===== src/rtl/alu_op_sequencer_pkg.sv =====
// Shared opcodes, flag bit positions, FSM states and helpers for the ALU issue/retire stage.
package alu_op_sequencer_pkg;

  localparam int DATA_W = 8;

  localparam logic [2:0] OP_ADD = 3'b000;
  localparam logic [2:0] OP_SUB = 3'b001;
  localparam logic [2:0] OP_MUL = 3'b010;
  localparam logic [2:0] OP_DIV = 3'b011;
  localparam logic [2:0] OP_CMP = 3'b100;
  localparam logic [2:0] OP_AND = 3'b101;
  localparam logic [2:0] OP_OR  = 3'b110;
  localparam logic [2:0] OP_XOR = 3'b111;

  localparam int FLG_Z = 0;
  localparam int FLG_N = 1;
  localparam int FLG_C = 2;
  localparam int FLG_D = 3;

  localparam logic [DATA_W-1:0] DIV_ZERO_RESULT = 8'hFF;

  typedef enum logic [1:0] {
    IDLE,
    DIV_START,
    DIV_WAIT,
    HOLD
  } state_t;

  function automatic logic [3:0] make_flags(input logic d, input logic c,
                                            input logic [DATA_W-1:0] r);
    logic [3:0] f;
    f        = '0;
    f[FLG_D] = d;
    f[FLG_C] = c;
    f[FLG_N] = r[DATA_W-1];
    f[FLG_Z] = (r == '0);
    return f;
  endfunction

endpackage


===== src/rtl/alu_op_sequencer_alu_comb_select.sv =====
// Combinational op mux over the add/sub/mul/compare/logic units; produces {carry, result}.
module alu_comb_select
  import alu_op_sequencer_pkg::*;
#(
  parameter int WIDTH = 8
) (
  input  logic [2:0]       i_op,
  input  logic [WIDTH-1:0] i_a,
  input  logic [WIDTH-1:0] i_b,
  output logic             o_carry,
  output logic [WIDTH-1:0] o_result
);

  logic [WIDTH:0]   w_sum;
  logic [WIDTH:0]   w_diff;
  logic [WIDTH-1:0] w_prod;

  assign w_sum  = {1'b0, i_a} + {1'b0, i_b};
  // Two's-complement subtract; the carry-out is the unsigned no-borrow indication.
  assign w_diff = {1'b0, i_a} + {1'b0, ~i_b} + {{WIDTH{1'b0}}, 1'b1};
  assign w_prod = i_a * i_b;

  always_comb begin
    o_carry  = 1'b0;
    o_result = '0;
    case (i_op)
      OP_ADD: {o_carry, o_result} = w_sum;
      OP_SUB: {o_carry, o_result} = w_diff;
      OP_MUL: o_result = w_prod;
      OP_CMP: begin
        if (i_a == i_b)           o_result = '0;
        else if (w_diff[WIDTH-1]) o_result = WIDTH'(1);
        else                      o_result = WIDTH'(2);
      end
      OP_AND: o_result = i_a & i_b;
      OP_OR:  o_result = i_a | i_b;
      OP_XOR: o_result = i_a ^ i_b;
      default: o_result = '0;
    endcase
  end

endmodule


===== src/rtl/alu_op_sequencer.sv =====
// Issue/retire stage: single-cycle ALU ops, multi-cycle divide via start/done, held result handshake.
module alu_op_sequencer
  import alu_op_sequencer_pkg::*;
#(
  parameter int WIDTH       = 8,
  parameter int DIV_TIMEOUT = 31
) (
  input  logic             clk,
  input  logic             reset,
  input  logic             in_valid,
  output logic             in_ready,
  input  logic [2:0]       in_op,
  input  logic [WIDTH-1:0] in_a,
  input  logic [WIDTH-1:0] in_b,
  output logic             out_valid,
  input  logic             out_ready,
  output logic [WIDTH-1:0] out_result,
  output logic [3:0]       out_flags,
  output logic             div_start,
  output logic [WIDTH-1:0] div_a,
  output logic [WIDTH-1:0] div_b,
  input  logic             div_done,
  input  logic [WIDTH-1:0] div_result,
  output logic             busy
);

  localparam int TMO_W = $clog2(DIV_TIMEOUT + 1);

  state_t           r_state;
  state_t           w_state_nxt;
  logic [WIDTH-1:0] r_result;
  logic [3:0]       r_flags;
  logic [WIDTH-1:0] r_div_a;
  logic [WIDTH-1:0] r_div_b;
  logic [TMO_W-1:0] r_tmo;
  logic             r_done_q;

  logic             w_accept;
  logic             w_done_rise;
  logic             w_alu_c;
  logic [WIDTH-1:0] w_alu_res;
  logic             w_load_alu;
  logic             w_load_div;
  logic             w_load_err;
  logic             w_load_divres;

  alu_comb_select #(.WIDTH(WIDTH)) u_alu (
    .i_op     (in_op),
    .i_a      (in_a),
    .i_b      (in_b),
    .o_carry  (w_alu_c),
    .o_result (w_alu_res)
  );

  // Gated by reset so decode never sees ready while the stage is held in reset.
  assign in_ready    = reset & ((r_state == IDLE) | ((r_state == HOLD) & out_ready));
  assign w_accept    = in_valid & in_ready;
  assign w_done_rise = div_done & ~r_done_q;

  always_comb begin
    w_state_nxt   = r_state;
    w_load_alu    = 1'b0;
    w_load_div    = 1'b0;
    w_load_err    = 1'b0;
    w_load_divres = 1'b0;
    case (r_state)
      IDLE, HOLD: begin
        if (w_accept) begin
          if (in_op != OP_DIV) begin
            w_load_alu  = 1'b1;
            w_state_nxt = HOLD;
          end else if (in_b == '0) begin
            w_load_err  = 1'b1;
            w_state_nxt = HOLD;
          end else begin
            w_load_div  = 1'b1;
            w_state_nxt = DIV_START;
          end
        end else if ((r_state == HOLD) && out_ready) begin
          w_state_nxt = IDLE;
        end
      end
      DIV_START: w_state_nxt = DIV_WAIT;
      DIV_WAIT: begin
        if (w_done_rise) begin
          w_load_divres = 1'b1;
          w_state_nxt   = HOLD;
        end else if (r_tmo == TMO_W'(DIV_TIMEOUT)) begin
          w_load_err  = 1'b1;
          w_state_nxt = HOLD;
        end
      end
      default: w_state_nxt = IDLE;
    endcase
  end

  always_ff @(posedge clk or negedge reset) begin
    if (!reset) r_state <= IDLE;
    else        r_state <= w_state_nxt;
  end

  always_ff @(posedge clk or negedge reset) begin
    if (!reset) begin
      r_result <= '0;
      r_flags  <= '0;
      r_div_a  <= '0;
      r_div_b  <= '0;
      r_tmo    <= '0;
      r_done_q <= 1'b0;
    end else begin
      // Sampled every cycle so a done level left high by the previous divide is never an edge.
      r_done_q <= div_done;
      if (w_load_alu) begin
        r_result <= w_alu_res;
        r_flags  <= make_flags(1'b0, w_alu_c, w_alu_res);
      end
      if (w_load_err) begin
        r_result <= DIV_ZERO_RESULT;
        r_flags  <= make_flags(1'b1, 1'b0, DIV_ZERO_RESULT);
      end
      if (w_load_divres) begin
        r_result <= div_result;
        r_flags  <= make_flags(1'b0, 1'b0, div_result);
      end
      if (w_load_div) begin
        r_div_a <= in_a;
        r_div_b <= in_b;
      end
      if (r_state == DIV_START)     r_tmo <= '0;
      else if (r_state == DIV_WAIT) r_tmo <= r_tmo + 1'b1;
    end
  end

  assign out_valid  = (r_state == HOLD);
  assign out_result = r_result;
  assign out_flags  = r_flags;
  assign div_start  = (r_state == DIV_START);
  assign div_a      = r_div_a;
  assign div_b      = r_div_b;
  assign busy       = (r_state == DIV_START) | (r_state == DIV_WAIT);

endmodule


===== config.mk =====
export PLATFORM = sky130hd
export DESIGN_NAME = alu_op_sequencer
export DESIGN_NICKNAME = d
export VERILOG_FILES = /design/src/rtl/alu_op_sequencer_pkg.sv /design/src/rtl/alu_op_sequencer_alu_comb_select.sv /design/src/rtl/alu_op_sequencer.sv
export SDC_FILE = /design/constraint.sdc
export NUM_CORES = 1
export LEC_CHECK = 0
export ABC_AREA = 1
export ABC_CLOCK_PERIOD_IN_PS = 2600
export CAP_MARGIN = 20
export CELL_PAD_IN_SITES_DETAIL_PLACEMENT = 1
export CELL_PAD_IN_SITES_GLOBAL_PLACEMENT = 2
export CORE_ASPECT_RATIO = 0.8
export CORE_MARGIN = 1.5
export CORE_UTILIZATION = 30
export DETAILED_ROUTE_END_ITERATION = 16
export HOLD_SLACK_MARGIN = 0.1
export PLACE_DENSITY = 0.78
export SKIP_LAST_GASP = 1
export SLEW_MARGIN = 10
export SYNTH_ARGS = -nofsm -noshare
export SYNTH_HDL_FRONTEND = slang
export SYNTH_SLANG_ARGS = --single-unit
export TNS_END_PERCENT = 10

===== constraint.sdc =====
create_clock -name clk -period 2.6 [get_ports clk]
set_input_delay 0.39 -clock clk [delete_from_list [all_inputs] [get_ports clk]]
set_output_delay 0.39 -clock clk [all_outputs]
set_load 0.005 [all_outputs]

==> results of run 1 <==
## layer usage
metal	GRT usage [%]	vias up	wire, µm
met1	33.48	2038	7443
li1	-	2124	-
met3	3.175	9	565
met5	0	-	0
met2	34.74	63	6379
met4	4.945	0	133
## through the flow
| stage | hold WS [ns] | setup WS, ns | cell area [µm²] |
|---|---|---|---|
| 2_1_floorplan | 0.09441 | -0.9237 | 4031 |
| 3_3_place_gp | 0.4725 | -1.806 | 5446 |
| 3_5_place_dp | 0.4746 | -1.873 | 5446 |
| 4_1_cts | 0.2144 | -0.9949 | 5659 |
| 5_1_grt | 0.2421 | -1.220 | 5689 |
| 6_report | 0.2015 | -0.9861 | 5689 |
## cells by family after synthesis
| family | Yosys count |
|---|---|
| and+or+nand+nor | 274 |
| AOI/OAI and AO/OA | 83 |
| xor gates and xnor gates | 3 |
| adders and majority gates | 60 |
| DFF | 35 |
| buffers and inverters | 125 |
## sequential cells by signal, indices dropped and copies added, names as in the netlist
signal / flops
r_state: 2
div_a: 8
r_tmo: 5
out_result: 7
r_done_q: 1
div_b: 8
out_flags: 4
## critical path: cells and delay by family
family	cells	cell delay [ns]
simple gates	7	0.56
compound gates	2	0.34
buf+inv	6	0.42
fa+ha+maj	5	2.06
## final timing paths
| kind | to | slack, ns | cells after the start |
|---|---|---|---|
| setup reg to reg | out_flags[0] | 0.56 | 13 |
| max in group asynchronous | div_b[2] | 2.05 | 2 |
| min in group clk | out_result[4] | 0.49 | 2 |
| hold reg to reg | out_result[4] | 0.49 | 2 |
| setup / recovery | out_flags[0] | -0.99 | 20 |
| hold / removal | out_result[4] | 0.20 | 2 |
## placed cells by master, fill, tap and decap left out, types with 4 or more instances in the layout
master / Yosys / routed
sky130_fd_sc_hd__nand2_2: 1 / 4
sky130_fd_sc_hd__fa_2: 0 / 4
sky130_fd_sc_hd__clkdlybuf4s50_1: 0 / 49
sky130_fd_sc_hd__o22ai_1: 9 / 9
sky130_fd_sc_hd__nor3_1: 7 / 7
sky130_fd_sc_hd__nand2_1: 159 / 154
sky130_fd_sc_hd__a21oi_1: 17 / 16
sky130_fd_sc_hd__dfrtp_1: 35 / 35
sky130_fd_sc_hd__nand4_1: 9 / 9
sky130_fd_sc_hd__dlygate4sd2_1: 0 / 4
sky130_fd_sc_hd__clkbuf_16: 0 / 5
sky130_fd_sc_hd__buf_6: 0 / 8
sky130_fd_sc_hd__o21ai_0: 13 / 12
sky130_fd_sc_hd__ha_4: 0 / 8
sky130_fd_sc_hd__inv_2: 9 / 19
sky130_fd_sc_hd__fa_1: 14 / 10
sky130_fd_sc_hd__buf_4: 4 / 85
sky130_fd_sc_hd__nor2_1: 42 / 41
sky130_fd_sc_hd__a31oi_1: 4 / 4
sky130_fd_sc_hd__ha_1: 46 / 36
sky130_fd_sc_hd__nand3_1: 43 / 41
sky130_fd_sc_hd__inv_1: 102 / 91
sky130_fd_sc_hd__o21ai_1: 26 / 27
sky130_fd_sc_hd__a21oi_2: 3 / 4
## cell type report
class / instances / share of cell area [%]
well taps: 175 / 3.849
clock inverters: 2 / 0.2859
clock buffers: 6 / 2.441
repair buffers: 151 / 23.03
flip-flops and latches: 35 / 15.39
inverters: 112 / 7.433
multi-input cells: 420 / 47.57
## report_power, final
| part | switching (mW) | internal (mW) | leakage [nW] | total (mW) |
|---|---|---|---|---|
| sequential | 0.129 | 0.742 | 0.454 | 0.871 |
| clock | 0.260 | 0.383 | 0.0731 | 0.643 |
| combinational | 0.975 | 0.962 | 2.46 | 1.94 |
## repair_timing
| action | in CTS | in global routing |
|---|---|---|
| pin swaps | 24 | 12 |
| resized for setup | 63 | 8 |
| setup buffers | 2 | 0 |
| endpoints found under the setup margin | 10 | 8 |
==> metrics list, run 1 <==
* Gate count after technology mapping: 580
- Global routing used a little under a quarter of the available tracks.
* Fraction of synthesized area in multiplexers: 0%
- Cell variety after synth: 41
- After detailed routing, the average wire length per cell comes to about 16 µm.
- Most frequently used cell type in the post-synthesis netlist: sky130_fd_sc_hd__nand2_1
- For this run, the slowest stage of the critical path takes 0.53 ns.
* Utilization of the core after routing: approximately 45%
- Power per unit of standard cell area: approximately 600 nW/µm²
* Share of the synthesized netlist area taken by xor and xnor gates: less than 1%
- Antenna Cells: 0
- Top cell type's share of synthesized area: between 20% and 30%
- In this run the tightest slew margin relative to its limit is approximately two thirds.
- For the final routed database, the setup TNS stands at -4.403 ns.
- Async set-reset flop share out of synthesis: 100.0%
* Synth Cell Area: 3915 µm²
- Derived from the worst setup path, the maximum achievable clock frequency is between 200 and 300 MHz.
- STA puts the critical path data arrival time at about 3.8 ns.
* Leak: 2.989 nW
* Number of filler cells placed in the layout: between 1,500 and 2,000
- Number of global-route vias before repair: around 4,600
* Maximum number of pins on one net before global-route repair: 36
- After synthesis, the largest family of logic cells by area is simple AND/OR/NAND/NOR gates.
* Compound-cell area share of the yosys netlist: about an eighth
* Post-DR vias/cell: roughly 4.7
- By area the synthesized netlist is led by sky130_fd_sc_hd__dfrtp_1 (22%), sky130_fd_sc_hd__nand2_1 (15%), sky130_fd_sc_hd__ha_1 (15%).
- Inserted Clock Buffers: 5
- Seq/Total Area, Yosys: about 22%
- The worst setup path is launched from a primary input.
- Hold Vio Cnt, Final: 0
* Die Wd: 130.7 µm
- Detailed placement ended at an HPWL of between 10,000 and 15,000 µm.
- Latest clock arrival within the worst-skew pair: ~0.29 ns
- Compared with the post-synthesis result, the final layout area differs by 45.32%.
- Post-route DRC: 0
* Max Transition Viols Final: 0
- Pin placement for this block handled 64 I/O pins.
- The number of hold buffers added after CTS was 0.
- Required time of the critical path: approximately 2.8 ns
- The floorplan step defined a core boundary enclosing 12,780 µm².
* Reg-to-reg startpoint: r_tmo[0]
* Initial antenna violation count: 0
- Final min period: roughly 3.6 ns
* Min-Delay Path Class: in2async
- Type of the worst setup path: in2reg
- Setup repair after global routing missed its margin: yes
- Synth Net Count: about 670
- For this run, the number of Yosys warnings is 0.
* Std-Cell Rows: 37
* Overall power of the completed layout: about 3.5 mW
* Result of the run: finished, violations left
- Number of sinks on the clock net: 35
- Root buffer cell: sky130_fd_sc_hd__clkbuf_16
* Iter 0 DRT Violations: ~180
- Die Footprint: around 14,000 µm²
* Max Cap Viol: 0
- The critical path starts at in_b[2].
- Among all stages on the critical path, the largest delay is contributed by sky130_fd_sc_hd__fa_2.
* Footprint of the multi-input gates: around 2700 µm²
- For the pin with the worst max-slew slack, the measured transition is roughly 0.48 ns.
* Clk_skew: between 0.006 and 0.007 ns
- Top fanout value on the critical path: 4
* Post-synthesis area per instance: ~6.8 µm²
- The pre-antenna-repair detailed-routing pass consisted of 4 iterations.
* Clock-pin slew on the worst setup and hold paths: roughly 0.060 ns
- After detailed placement, the design holds a cell count of between 800 and 900.
- Register bit count reported by yosys: 35
- Number of buffers on the longest clock path: 2
- Violated checks: negative setup slack
- Routed via count: approximately 4,200
- Total wire length: 14,520 µm
- Global placement routability congestion: 0.9096
* Share of synthesized cell area in full adder, half adder and majority cells: a little over a fifth
- PnR worst setup slack: -0.9861 ns
- Layout cells sized above 1: 22.73%
* Finish-stage setup viols: 6
- Among all flip-flop cells after synthesis, the most frequent one is sky130_fd_sc_hd__dfrtp_1.
- Count of input and output buffers: 63
* GR Overflow Total: 0
* Global-route wire length before repair: roughly 24,000 µm
- Initial Util: about 31%
- Yosys mapped a number of flops with a built-in enable equal to 0.
- The worst path uses 137.9% of the clock period.
- Nets: between 800 and 900
- Depth of the CTS H-tree: 2
- Cells along the critical path: buf_6, buf_6, nand2_4, fa_2, fa_1, inv_1, fa_1, inv_1, fa_2, inv_2, ha_4, a21o_1, a31oi_1, inv_1, nand3_1, nand3_1, nand3_1, nor2_1, nor2_1, nor2_1
- Sorting the synthesized cells by how often they occur yields sky130_fd_sc_hd__nand2_1 (159), sky130_fd_sc_hd__inv_1 (102), sky130_fd_sc_hd__ha_1 (46), sky130_fd_sc_hd__nand3_1 (43), sky130_fd_sc_hd__nor2_1 (42).
- Crit. End Element: flip-flop
* Number of antenna-violating nets in the routed design: 0
- TritonCTS clock tree: done
- Cell type with the largest total area after synthesis: sky130_fd_sc_hd__dfrtp_1
- The die is 105.2 µm tall.
- In the final layout, flip-flops and latches occupy 875.8 µm².
- The worst-case IR drop observed on VDD is slightly above 0.3 mV.
- Summing the areas of all and, or, nand and nor instances in the mapped netlist gives between 30% and 40% of the synthesized area.
* Finished Layout Cells: ~900
No activity file was read; power rests on OpenSTA's default activity.
==> inputs of run 2 (changes only) <==
--- a/config.mk
+++ b/config.mk
@@ -14,7 +14,6 @@
 export CORE_MARGIN = 1.5
 export CORE_UTILIZATION = 30
 export DETAILED_ROUTE_END_ITERATION = 16
-export HOLD_SLACK_MARGIN = 0.1
 export PLACE_DENSITY = 0.78
 export SKIP_LAST_GASP = 1
 export SLEW_MARGIN = 10
==> results of run 2 <==
The final DEF is identical to that of run 1; final timing and power are the same.
